`src/rtl/conv_column_feeder_if.sv`:
```
`default_nettype none
// +----------------------------------------------------------------------------+
// | conv_column_feeder_if: pixel-in / column-out bundle for the column feeder  |
// | Revision: 1.0                                                              |
// +----------------------------------------------------------------------------+
interface conv_column_feeder_if #(
  parameter int DATA_WIDTH = 8
);
  logic                    frame_start;
  logic [DATA_WIDTH-1:0]   pix_in;
  logic                    pix_valid;
  logic                    pix_ready;
  logic [3*DATA_WIDTH-1:0] col_out;
  logic                    col_valid;
  logic                    col_last;
  logic                    frame_done;

  modport master (
    output frame_start, pix_in, pix_valid,
    input  pix_ready, col_out, col_valid, col_last, frame_done
  );

  modport slave (
    input  frame_start, pix_in, pix_valid,
    output pix_ready, col_out, col_valid, col_last, frame_done
  );
endinterface
`default_nettype wire

```
`src/rtl/conv_column_feeder.sv`:
```
`default_nettype none
// +----------------------------------------------------------------------------+
// | conv_column_feeder: two-row line buffer turning a raster pixel stream into |
// | packed 3-row columns. CONV_FEEDER_ZERO_PAD_EN adds top zero padding.       |
// | Revision: 1.0                                                              |
// +----------------------------------------------------------------------------+
module conv_column_feeder #(
  parameter int DATA_WIDTH = 8,
  parameter int IMG_WIDTH  = 8,
  parameter int IMG_HEIGHT = 8
) (
  input  wire logic            clk,
  input  wire logic            rst,
  conv_column_feeder_if.slave  bus
);
  localparam int X_W = $clog2(IMG_WIDTH);
  localparam int Y_W = $clog2(IMG_HEIGHT);
  localparam logic [X_W-1:0] X_LAST = X_W'(IMG_WIDTH - 1);
  localparam logic [Y_W-1:0] Y_LAST = Y_W'(IMG_HEIGHT - 1);

  typedef enum logic [1:0] {
    S_IDLE   = 2'd0,
    S_FILL   = 2'd1,
    S_STREAM = 2'd2,
    S_DONE   = 2'd3
  } state_t;

  state_t                  state_q, state_d;
  logic [X_W-1:0]          x_q, x_d;
  logic [Y_W-1:0]          y_q, y_d;
  logic [3*DATA_WIDTH-1:0] col_out_q, col_out_d;
  logic                    col_valid_q, col_valid_d;
  logic                    col_last_q, col_last_d;
  logic                    frame_done_q, frame_done_d;

  logic [DATA_WIDTH-1:0]   lb0_q [IMG_WIDTH];
  logic [DATA_WIDTH-1:0]   lb1_q [IMG_WIDTH];

  logic                    pix_ready;
  logic                    accept;
  logic                    x_last;
  logic [DATA_WIDTH-1:0]   row_top;
  logic [DATA_WIDTH-1:0]   row_mid;

  assign pix_ready = (state_q == S_FILL) || (state_q == S_STREAM);
  // frame_start wins over a pixel offered in the same cycle
  assign accept    = bus.pix_valid && pix_ready && !bus.frame_start;
  assign x_last    = (x_q == X_LAST);

  always_comb begin
    row_top = lb1_q[x_q];
    row_mid = lb0_q[x_q];
`ifdef CONV_FEEDER_ZERO_PAD_EN
    if (state_q == S_FILL) begin
      row_top = '0;
      if (y_q == '0) row_mid = '0;
    end
`endif
  end

  always_comb begin
    state_d      = state_q;
    x_d          = x_q;
    y_d          = y_q;
    col_out_d    = col_out_q;
    col_valid_d  = 1'b0;
    col_last_d   = 1'b0;
    frame_done_d = (state_q == S_DONE);

    if (bus.frame_start) begin
      state_d = S_FILL;
      x_d     = '0;
      y_d     = '0;
    end else if (accept) begin
      col_out_d = {row_top, row_mid, bus.pix_in};
`ifdef CONV_FEEDER_ZERO_PAD_EN
      col_valid_d = 1'b1;
`else
      col_valid_d = (state_q == S_STREAM);
`endif
      col_last_d = col_valid_d && x_last;
      if (x_last) begin
        x_d = '0;
        if (y_q == Y_LAST) begin
          state_d = S_DONE;
        end else begin
          y_d = y_q + 1'b1;
          if (y_q == Y_W'(1)) state_d = S_STREAM;
        end
      end else begin
        x_d = x_q + 1'b1;
      end
    end else if (state_q == S_DONE) begin
      state_d = S_IDLE;
    end
  end

  always_ff @(posedge clk or posedge rst) begin
    if (rst) begin
      state_q      <= S_IDLE;
      x_q          <= '0;
      y_q          <= '0;
      col_out_q    <= '0;
      col_valid_q  <= 1'b0;
      col_last_q   <= 1'b0;
      frame_done_q <= 1'b0;
    end else begin
      state_q      <= state_d;
      x_q          <= x_d;
      y_q          <= y_d;
      col_out_q    <= col_out_d;
      col_valid_q  <= col_valid_d;
      col_last_q   <= col_last_d;
      frame_done_q <= frame_done_d;
    end
  end

  // Line buffers carry no reset; FILL rewrites both rows before they are read
  always_ff @(posedge clk) begin
    if (accept) begin
      lb1_q[x_q] <= lb0_q[x_q];
      lb0_q[x_q] <= bus.pix_in;
    end
  end

  assign bus.pix_ready  = pix_ready;
  assign bus.col_out    = col_out_q;
  assign bus.col_valid  = col_valid_q;
  assign bus.col_last   = col_last_q;
  assign bus.frame_done = frame_done_q;
endmodule
`default_nettype wire
```
`src/flat_wrapper.sv`:
```
// flat-port wrapper written by rule: the top's interface ports become plain ports
module conv_column_feeder_flat 
#(
  parameter int DATA_WIDTH = 8,
  parameter int IMG_WIDTH  = 8,
  parameter int IMG_HEIGHT = 8
)
  (clk, rst, bus_frame_start, bus_pix_in, bus_pix_valid, bus_pix_ready, bus_col_out, bus_col_valid, bus_col_last, bus_frame_done);
  conv_column_feeder_if #(.DATA_WIDTH(DATA_WIDTH)) bus_i ();
  input  wire logic clk;
  input  wire logic rst;
  input wire logic [$bits(bus_i.frame_start)-1:0] bus_frame_start;
  input wire logic [$bits(bus_i.pix_in)-1:0] bus_pix_in;
  input wire logic [$bits(bus_i.pix_valid)-1:0] bus_pix_valid;
  output wire logic [$bits(bus_i.pix_ready)-1:0] bus_pix_ready;
  output wire logic [$bits(bus_i.col_out)-1:0] bus_col_out;
  output wire logic [$bits(bus_i.col_valid)-1:0] bus_col_valid;
  output wire logic [$bits(bus_i.col_last)-1:0] bus_col_last;
  output wire logic [$bits(bus_i.frame_done)-1:0] bus_frame_done;
  assign bus_i.frame_start = bus_frame_start;
  assign bus_i.pix_in = bus_pix_in;
  assign bus_i.pix_valid = bus_pix_valid;
  assign bus_pix_ready = bus_i.pix_ready;
  assign bus_col_out = bus_i.col_out;
  assign bus_col_valid = bus_i.col_valid;
  assign bus_col_last = bus_i.col_last;
  assign bus_frame_done = bus_i.frame_done;
  conv_column_feeder #(.DATA_WIDTH(DATA_WIDTH), .IMG_WIDTH(IMG_WIDTH), .IMG_HEIGHT(IMG_HEIGHT)) u_core (.clk(clk), .rst(rst), .bus(bus_i));
endmodule
```
`config.mk`:
```
export PLATFORM = sky130hd
export DESIGN_NAME = conv_column_feeder_flat
export DESIGN_NICKNAME = d
export VERILOG_FILES = /design/src/rtl/conv_column_feeder_if.sv /design/src/rtl/conv_column_feeder.sv /design/src/flat_wrapper.sv
export SDC_FILE = /design/constraint.sdc
export NUM_CORES = 1
export LEC_CHECK = 0
export ABC_AREA = 1
export CAP_MARGIN = 10
export CELL_PAD_IN_SITES_DETAIL_PLACEMENT = 1
export CELL_PAD_IN_SITES_GLOBAL_PLACEMENT = 2
export CORE_ASPECT_RATIO = 0.5
export CORE_MARGIN = 2
export CORE_UTILIZATION = 39
export CTS_CLUSTER_DIAMETER = 100
export CTS_CLUSTER_SIZE = 10
export DETAILED_ROUTE_END_ITERATION = 8
export MAX_ROUTING_LAYER = met4
export PLACE_DENSITY_LB_ADDON = 0.1
export SETUP_SLACK_MARGIN = 0.02
export SLEW_MARGIN = 20
export SYNTH_ARGS = -nofsm -noshare
export SYNTH_HDL_FRONTEND = slang
export SYNTH_SLANG_ARGS = --single-unit
```
`constraint.sdc`:
```
create_clock -name clk -period 3.75 [get_ports clk]
set_input_delay 0.75 -clock clk [delete_from_list [all_inputs] [get_ports clk]]
set_output_delay 0.75 -clock clk [all_outputs]
set_load 0.1 [all_outputs]
```
After elaboration in Yosys (flattened, before gate mapping). Memory sizes are Yosys's and may differ from the RTL's. A register that Yosys moved wholly into a read port is not among the register bits. Cells that the tools add are included.

Multiplexer cells: 19. Equality and inequality tests: 9. $add $sub $neg: 2. Reductions and logical operators: 11. Bitwise operators: 1.

Operators by type and width (number): two-way mux 3 bit (7); two-way mux 2 bit (6); adder 3 x 1 -> 3 bit (second input constant) (2); == test 3 bit (second input constant) (2); two-way mux 1 bit (6); AND reduction 3 bit (2); == test 2 bit (second input constant) (2); inequality test 4 bit (second input constant) (1); nonzero test 2 bit (2); == test 3 x 1 -> 1 bit (second input constant) (1); logical AND 1 bit (3); inequality test 3 bit (second input constant) (1); nonzero test 3 bit (1); == test 2 x 1 -> 1 bit (second input constant) (1); inequality test 2 bit (second input constant) (1); AND reduction 2 bit (1); logical NOT 1 bit (1); logical OR 1 bit (1); NOT 1 bit (1).

Memories: 2. Memory bits (writable): 128. Register bits: 35. Output and inout bits: 28. Word-level logic and storage cells: 51.

Memory list: u_core.lb0_q (words 8, bits a word 8, read ports 1, clocked after Yosys merged registers in 0, write ports 1, line conv_column_feeder.sv:36) `logic [DATA_WIDTH-1:0] lb0_q [IMG_WIDTH];`; u_core.lb1_q (words 8, bits a word 8, read ports 1, clocked after Yosys merged registers in 1, write ports 1, line conv_column_feeder.sv:37) `logic [DATA_WIDTH-1:0] lb1_q [IMG_WIDTH];`.

Longest topological paths before layout. Gate-level depths: netlist of run 1.

Depth in word-level cells: 6. Gate-level depth with buffers: 11. Depth with buffers taken out: 9.

Worst setup path before layout of run 1. OpenSTA, ideal clock, no wires.

Kind: flip-flop to flip-flop. From: reg u_core.state_q[0]. To: mem u_core.lb0_q[6][0], enable pin. Stages on the path, launching flop included: 9. Period minus slack after synthesis: 3.618 ns. Setup slack: 0.132 ns. Path buffers: 1. Required time: 3.320 ns. Arrival time: 3.187 ns. Path through: dfrtp_1 > inv_1 > ha_1 > inv_2 > nand2_1 > nor2_1 > inv_2 > clkbuf_1 > nor4_1.

Longest elaborated chain between the ends: 6. Elaborated cells on any way between the ends: 7.

RTL lines: from (decl) (line conv_column_feeder.sv:28) `state_t state_q, state_d;`; from (signal assigned) (line conv_column_feeder.sv:108) `state_q <= state_d;`; == test 2 x 1 -> 1 bit / == test 2 bit (equally long branches) (line conv_column_feeder.sv:45) `assign pix_ready = (state_q == S_FILL) || (state_q == S_STREAM);`; logical OR 1 bit * (line conv_column_feeder.sv:45); via bus_pix_ready (line flat_wrapper.sv:15) `output wire logic [$bits(bus_i.pix_ready)-1:0] bus_pix_ready;`; logical AND 1 bit * (2 in a row) (line conv_column_feeder.sv:47) `assign accept = bus.pix_valid && pix_ready && !bus.frame_start;`; two-way mux 1 bit * (line conv_column_feeder.sv:120) `if (accept) begin`; two-way mux 1 bit (implied by the code) * (line conv_column_feeder.sv:122) `lb0_q[x_q] <= bus.pix_in;`; to (decl) (line conv_column_feeder.sv:36).

Mark *: on every way through the listed nets, which the timed path passes. The rest lies on a longest branch.

Worst setup path after layout of run 1.
From: reg u_core.col_out_q[11], in the netlist u_core.bus.col_out[11], read port of u_core.lb0_q. To: out bus_col_out[11].

RTL lines: from (decl) (line conv_column_feeder.sv:31) `logic [3*DATA_WIDTH-1:0] col_out_q, col_out_d;`; to (decl) (line flat_wrapper.sv:16) `output wire logic [$bits(bus_i.col_out)-1:0] bus_col_out;`.

No word-level cell between the ends.

==> metrics.md, run 1 <==
| Metric | Value |
|---|---|
| Levels on crit path | `1` |
| Period Utilization, post-route | `0.7195` |
| Non-filler cells, final | `between 900 and 1,000` |
| Layout filler cell count | `1,816` |
| Synth top area share | `0.5690` |
| Syn_nets | `about 660` |
| RePlAce Congestion | `about 0.76` |
| Syn. warnings | `0` |
| Layout cells sized above 1 | `0.09531` |
| Initial antenna violation count | `0` |
| Post-Syn Area | `6755 um^2` |
| Mean routed wirelength per cell | `~19 um` |
| Hold slack | `477.1 ps` |
| Clock Latency Late Sink | `420 ps` |
| Ant. Diodes | `0` |
| Comb power frac | `0.331` |
| FMAX | `370.6 MHz` |
| Root Driver | `clkbuf_16` |
| Syn Area/Cell | `roughly 10 um^2` |
| Switching pwr | `2407 uW` |
| DR pass1 iterations | `4` |
| Cell row count | `33` |
| CP top delay family | `buffers and inverters` |
| Yosys top cell by area | `edfxtp_1` |
| GRT Resource Usage Total | `0.2083` |
| H-tree depth | `4` |
| Worst Path Max Fanout | `2` |
| Sequential Power Share | `0.371` |
| P&R area growth vs syn | `19.39%` |
| VDD IR max | `512.9 uV` |
| Worst setup margin | `1052 ps` |
| Max clock buf depth | `2` |
| Io pins | `40` |
| Status | `finished clean` |
| Min-delay worst type | `register to register` |
| CTS tree | `built` |
| Critical Path End Type | `primary output` |
| Final Setup Violations | `0` |
| Leak | `0.003380 uW` |
| Clock Skew | `11.18 ps` |
| Fin. Hold Viols | `0` |
| Clock sinks | `roughly 160` |
| CTS buffer count | `17` |
| Die Wd | `190.1 um` |
| Critical R2R Capture | `u_core.lb1_q[4][7]` |
| DP Wirelength | `11,150 um` |
| Post-synthesis sequential area ratio | `0.6986` |
| DR vias | `4,587` |
| Antenna-violating nets left | `0` |
| Max incr delay on CP | `around 1200 ps` |
| Slowest cell on crit path | `clkdlybuf4s50_1` |
| Area of the multi-input gates | `1838 um^2` |
| Critical Path RT | `~3000 ps` |
| Switching Share | `0.3936` |
| Unrepaired setup endpoints after global routing | `no` |
| Pint | `approximately 3700 uW` |
| Core ar. | `16,640 um^2` |
| Vias in the first global route | `between 4,000 and 5,000` |
| Pwr/cell area | `758.0 nW/um^2` |
| Register Area | `~4700 um^2` |
| Crit path time final | `2698 ps` |
| Largest net degree at the start of global routing | `56` |
| Hold Crit Start | `u_core.bus.col_out[5]` |
| Place WS | `around 840 ps` |
| Inst Count DP | `roughly 900` |
| Largest cells by area after synthesis | `edfxtp_1 57%, nand2_1 20%, dfrtp_1 13%` |
| Setup TNS | `0 ps` |
| Most frequent cells in the layout | `364 x nand2_1, 128 x edfxtp_1, 38 x clkdlybuf4s50_1, 34 x dfrtp_1, 23 x buf_4` |
| Leading cell type in the layout, fill and taps excluded | `nand2_1` |
| Final Slew Violations | `0` |
| Crit path launch type | `register` |
| Global route total overflow | `0` |
| Cts repair resizes | `0` |
| Slew @ Worst Pin | `989.7 ps` |
| Reg-to-reg startpoint | `u_core.x_q[0]` |
| Number of DRC markers in iteration 0 | `~320` |
| NumNets Final | `709` |
| DIE HEIGHT | `just under 100 um` |
| DRC | `0` |
| Critical Setup Path Class | `register to primary output` |
| Worst-path clk slew | `around 70 ps` |
| Cell variety after synth | `21` |
| Die footprint | `18,450 um^2` |
| Clock power frac | `0.299` |
| Syn Inst Count | `644` |
| Final Core Density | `0.4847` |
| Setup Buffers After CTS | `0` |
| Worst-path cell chain | `clkdlybuf4s50_1` |
| Reg-to-reg slack, setup | `1290 ps` |
| Drt total wl | `17,310 um` |
| Worst hold stages | `2` |
| Worst EP arrival | `1950 ps` |
| Number of port buffers | `39` |
| CP bufs+invs | `1` |
| Post-DR vias/cell | `4.932` |
| Hold buffers post-CTS | `0` |
| R2r worst-path depth | `6` |
| Rel. slew slack | `0.3381` |
| Maxcap violations | `0` |
| Worst Hold End | `u_core.bus.col_out[5]` |
| Yosys reg bits | `163` |
| Initial Util | `0.4060` |
| Global-route wire length before repair | `27,430 um` |
[cell usage after synthesis (all sizes together)]
cell and n:
nor4 8, clkbuf 4, mux2i 1, nand3 14, nand4 15, nand2 364, o22ai 1, nor3 1
ha 7, buf 30, inv 14, edfxtp 128, nor2 13, o21ai 9, dfrtp 35
[flip-flops by register name, summed over array words and instances (netlist names), 2 cells and up]
register and cells:
u_core.bus.col_out 24, u_core.lb0_q 64, u_core.lb1_q 64, u_core.state_q 2, u_core.x_q 3, u_core.y_q 3
[cell type report]
| class | instances | area share |
|---|---|---|
| Clock buffer | 20 | 0.05414 |
| Timing Repair Buffer | 61 | 0.06857 |
| Multi-Input combinational cell | 433 | 0.2279 |
| Sequential cell | 163 | 0.5853 |
| Clock inverter | 12 | 0.02234 |
| Inverter | 14 | 0.006516 |
| Tap cell | 227 | 0.03522 |
[power by group through the flow]
stage	Combinational (uW)	Sequential (uW)	Clock [uW]
6_report	2020	2270	1830
5_1_grt	2160	2290	1930
4_1_cts	2040	2270	1870
3_5_place_dp	2030	2300	0
3_3_place_gp	2020	2300	0
2_1_floorplan	606	3200	0
[through the flow]
stage               power (uW)  area (um^2)
floorplan                 3803         6755
global placement          4327         7448
detailed placement        4332         7448
finish                    6114         8065
global route              6384         8065
CTS                       6179         8065
[metal layers]
layer  GRT usage  part of all wire
met5           -                 0
met4     0.04234            0.0069
met3     0.05164             0.059
met2      0.3077              0.45
met1      0.2937              0.49
[worst min-delay path, delay by kind of cell (launching register included)]
kind,cells,cell delay (ps)
and+or+nand+nor,2,100
DFF,1,340
[cell families (layout without fill, tap and decap cells)]
group	count (synthesis)	in the layout	synth area share
flops	163	163	0.6986
simple gates	415	415	0.2423
fa+ha+maj	7	7	0.01296
mux	1	1	0.001482
compound gates	10	10	0.007594
buf+inv	48	107	0.03704
[worst max-delay path by stage]
stage / start / endpoint / slack, ps
finish: u_core.bus.col_out[11] / bus_col_out[11] / 1050
global route: u_core.bus.col_out[11] / bus_col_out[11] / 990
CTS: u_core.bus.col_out[8] / bus_col_out[8] / 1030
detailed placement: bus_pix_valid / u_core.lb0_q[5][4] / 840
global placement: bus_pix_valid / u_core.lb0_q[5][5] / 910
floorplan: u_core.state_q[0] / u_core.lb0_q[6][0] / 130
(Power assumes the default switching activity.)
==> run 2, diff against run 1 <==
==> constraint.sdc (replaced) <==
create_clock -name clk -period 2.5 [get_ports clk]
set_input_delay 0.5 -clock clk [delete_from_list [all_inputs] [get_ports clk]]
set_output_delay 0.5 -clock clk [all_outputs]
set_load 0.1 [all_outputs]
==> metrics.md, run 2 (same netlist as run 1, synthesis figures left out) <==
| Metric | Value |
|---|---|
| Clock Skew | `13.16 ps (+1.979 ps)` |
| Crit path launch type | `register` |
| Reg-to-reg slack, setup | `400 ps (-890 ps)` |
| Cell mode on critical path | `buf_4` |
| Die footprint | `18,450 um^2 (unchanged)` |
| CTS tree | `built` |
| Cell row count | `33 (unchanged)` |
| Number of DRC markers in iteration 0 | `289 (-8.5%)` |
| Initial antenna violation count | `0 (unchanged)` |
| Worst Path Max Fanout | `10 (+8)` |
| H-tree depth | `4 (unchanged)` |
| Worst-path clk slew | `60 ps (about the same)` |
| P&R area growth vs syn | `20.28%` |
| Critical Setup Path Class | `register to register` |
| DP Wirelength | `11,470 um (+2.8%)` |
| Maxcap violations | `0 (unchanged)` |
| Setup TNS | `0 ps (unchanged)` |
| Hold buffers post-CTS | `0 (unchanged)` |
| VDD IR max | `868.7 uV (+69%)` |
| DIE HEIGHT | `97.06 um (unchanged)` |
| FMAX | `approximately 480 MHz` |
| Final Setup Violations | `0 (unchanged)` |
| Slowest cell on crit path | `dfrtp_1` |
| Period Utilization, post-route | `0.8380` |
| Largest net degree at the start of global routing | `45 (-20%)` |
| Status | `finished clean` |
| CP top delay family | `buffers and inverters` |
| Vias in the first global route | `4,912 (+3.6%)` |
| NumNets Final | `720 (+1.6%)` |
| R2r worst-path depth | `9 (+3)` |
| GRT Resource Usage Total | `0.2124 (+0.004014)` |
| Worst-path cell chain | `inv_1 > ha_1 > inv_6 > nand2_2 > nor2_2 > inv_2 > buf_4 > nor4_4 > buf_4` |
| Crit path time final | `2095 ps` |
| Clock Latency Late Sink | `430 ps (about the same)` |
| Critical Path RT | `2630 ps (-370 ps)` |
| Worst EP arrival | `2220 ps (+270 ps)` |
| Setup Buffers After CTS | `0 (unchanged)` |
| Clock sinks | `163 (unchanged)` |
| Initial Util | `0.4060 (unchanged)` |
| Ant. Diodes | `0 (unchanged)` |
| Leak | `0.003487 uW (+3.2%)` |
| DRT met1 WL | `8372 um (-0.66%)` |
| Cts repair resizes | `0 (unchanged)` |
| Io pins | `40 (unchanged)` |
| Max incr delay on CP | `370 ps (-780 ps)` |
| Hold slack | `260.3 ps (-216.8 ps)` |
| Rel. slew slack | `0.4467 (+0.1086)` |
| Root Driver | `clkbuf_16` |
| Post-DR vias/cell | `4.869 (-1.3%)` |
| Final Core Density | `0.4883 (+0.003609)` |
| Met2 WL | `7713 um (-0.40%)` |
| Global-route wire length before repair | `27,950 um (+1.9%)` |
| Layout cells sized above 1 | `0.1527 (+0.05736)` |
| Levels on crit path | `9 (+8)` |
| Critical R2R Capture | `u_core.lb0_q[7][2]` |
| Die Wd | `190.1 um (unchanged)` |
| Antenna-violating nets left | `0 (unchanged)` |
| Number of port buffers | `39 (unchanged)` |
| DR vias | `4,582 (-0.11%)` |
| CTS buffer count | `17 (unchanged)` |
| Final Slew Violations | `0 (unchanged)` |
| Reg-to-reg startpoint | `u_core.state_q[0]` |
| Top Metal Used | `met4` |
| Drt total wl | `17,360 um (+0.25%)` |
| Slew @ Worst Pin | `829.1 ps (-160.7 ps)` |
| Global route total overflow | `0 (unchanged)` |
| Leading cell type in the layout, fill and taps excluded | `nand2_1` |
| Unrepaired setup endpoints after global routing | `no` |
| Pwr/cell area | `1103 nW/um^2 (+45%)` |
| Max clock buf depth | `2 (unchanged)` |
| RePlAce Congestion | `0.7774 (+1.9%)` |
| Mean routed wirelength per cell | `18.45 um (-0.92%)` |
| Area post-placement | `7553 um^2 (+1.4%)` |
| Fin. Hold Viols | `0 (unchanged)` |
| CP bufs+invs | `5 (+4)` |
| DR pass1 iterations | `4 (unchanged)` |
| Met3 WL | `949 um (-7.1%)` |
| DRC | `0 (unchanged)` |
| Critical Path End Type | `register` |
| Most frequent cells in the layout | `363 x nand2_1, 128 x edfxtp_1, 60 x buf_4, 34 x dfrtp_1, 18 x clkbuf_16` |
| Final Cell Area | `8125 um^2 (+0.74%)` |
| Core ar. | `16,640 um^2 (unchanged)` |
| Min-delay worst type | `primary input to asynchronous set/reset pin` |
[run 2: cell count changes in the layout (fill, tap and decap cells not counted), sizes merged]
| cell | delta |
|---|---|
| buf | +38 |
| clkdlybuf4s50 | -27 |
| clkinvlp | -1 |
| inv | +3 |
| bufinv | -4 |
| clkinv | +2 |
[run 2: worst max-delay path by stage]
stage | from | endpoint | slack, ps
6_report | u_core.state_q[0] | u_core.lb0_q[7][2] | 400
3_5_place_dp | bus_pix_valid | u_core.lb0_q[7][3] | 240
5_1_grt | u_core.x_q[0] | u_core.y_q[2] | 240
3_3_place_gp | bus_pix_valid | u_core.lb0_q[7][3] | 270
4_1_cts | u_core.state_q[0] | u_core.lb0_q[7][2] | 370
2_1_floorplan | u_core.state_q[0] | u_core.lb0_q[2][0] | -30
[run 2: metrics by stage]
| step | total power, uW | cells | setup WS (ps) |
|---|---|---|---|
| after floorplan | 5747 | 644 | -30.04 |
| after global placement | 6507 | 909 | 267.2 |
| after detailed placement | 6531 | 909 | 235.7 |
| after CTS | 9074 | 941 | 369.4 |
| after global routing | 9393 | 941 | 241.5 |
| final | 8961 | 941 | 404.9 |
[run 2: per-layer routing]
layer,global-route usage,vias to the layer above
li1,-,2232
met1,0.2937,2215
met2,0.3127,108
met3,0.04875,27
met4,0.06559,0
met5,-,-
[run 2: worst register-to-register path, delay by kind of cell (launching register included)]
family        cells  cell delay, ps
fa+ha+maj         1             340
flops             1             370
buf+inv           5             690
simple gates      3             370
[run 2: where the power goes]
part	switching, uW	total [uW]	internal (uW)
logic	2460	3060	607
clock network	1120	2520	1400
registers	119	3380	3260
[run 2: area by class of cell]
class	instances	area (um^2)
Clock buffer	20	478.0
Clock inverter	12	93.84
Fill cell	1820	8514
Tap cell	227	284.0
Inverter	14	57.56
Timing Repair Buffer	72	580.6
Multi-Input combinational cell	433	1911
Sequential cell	163	4721
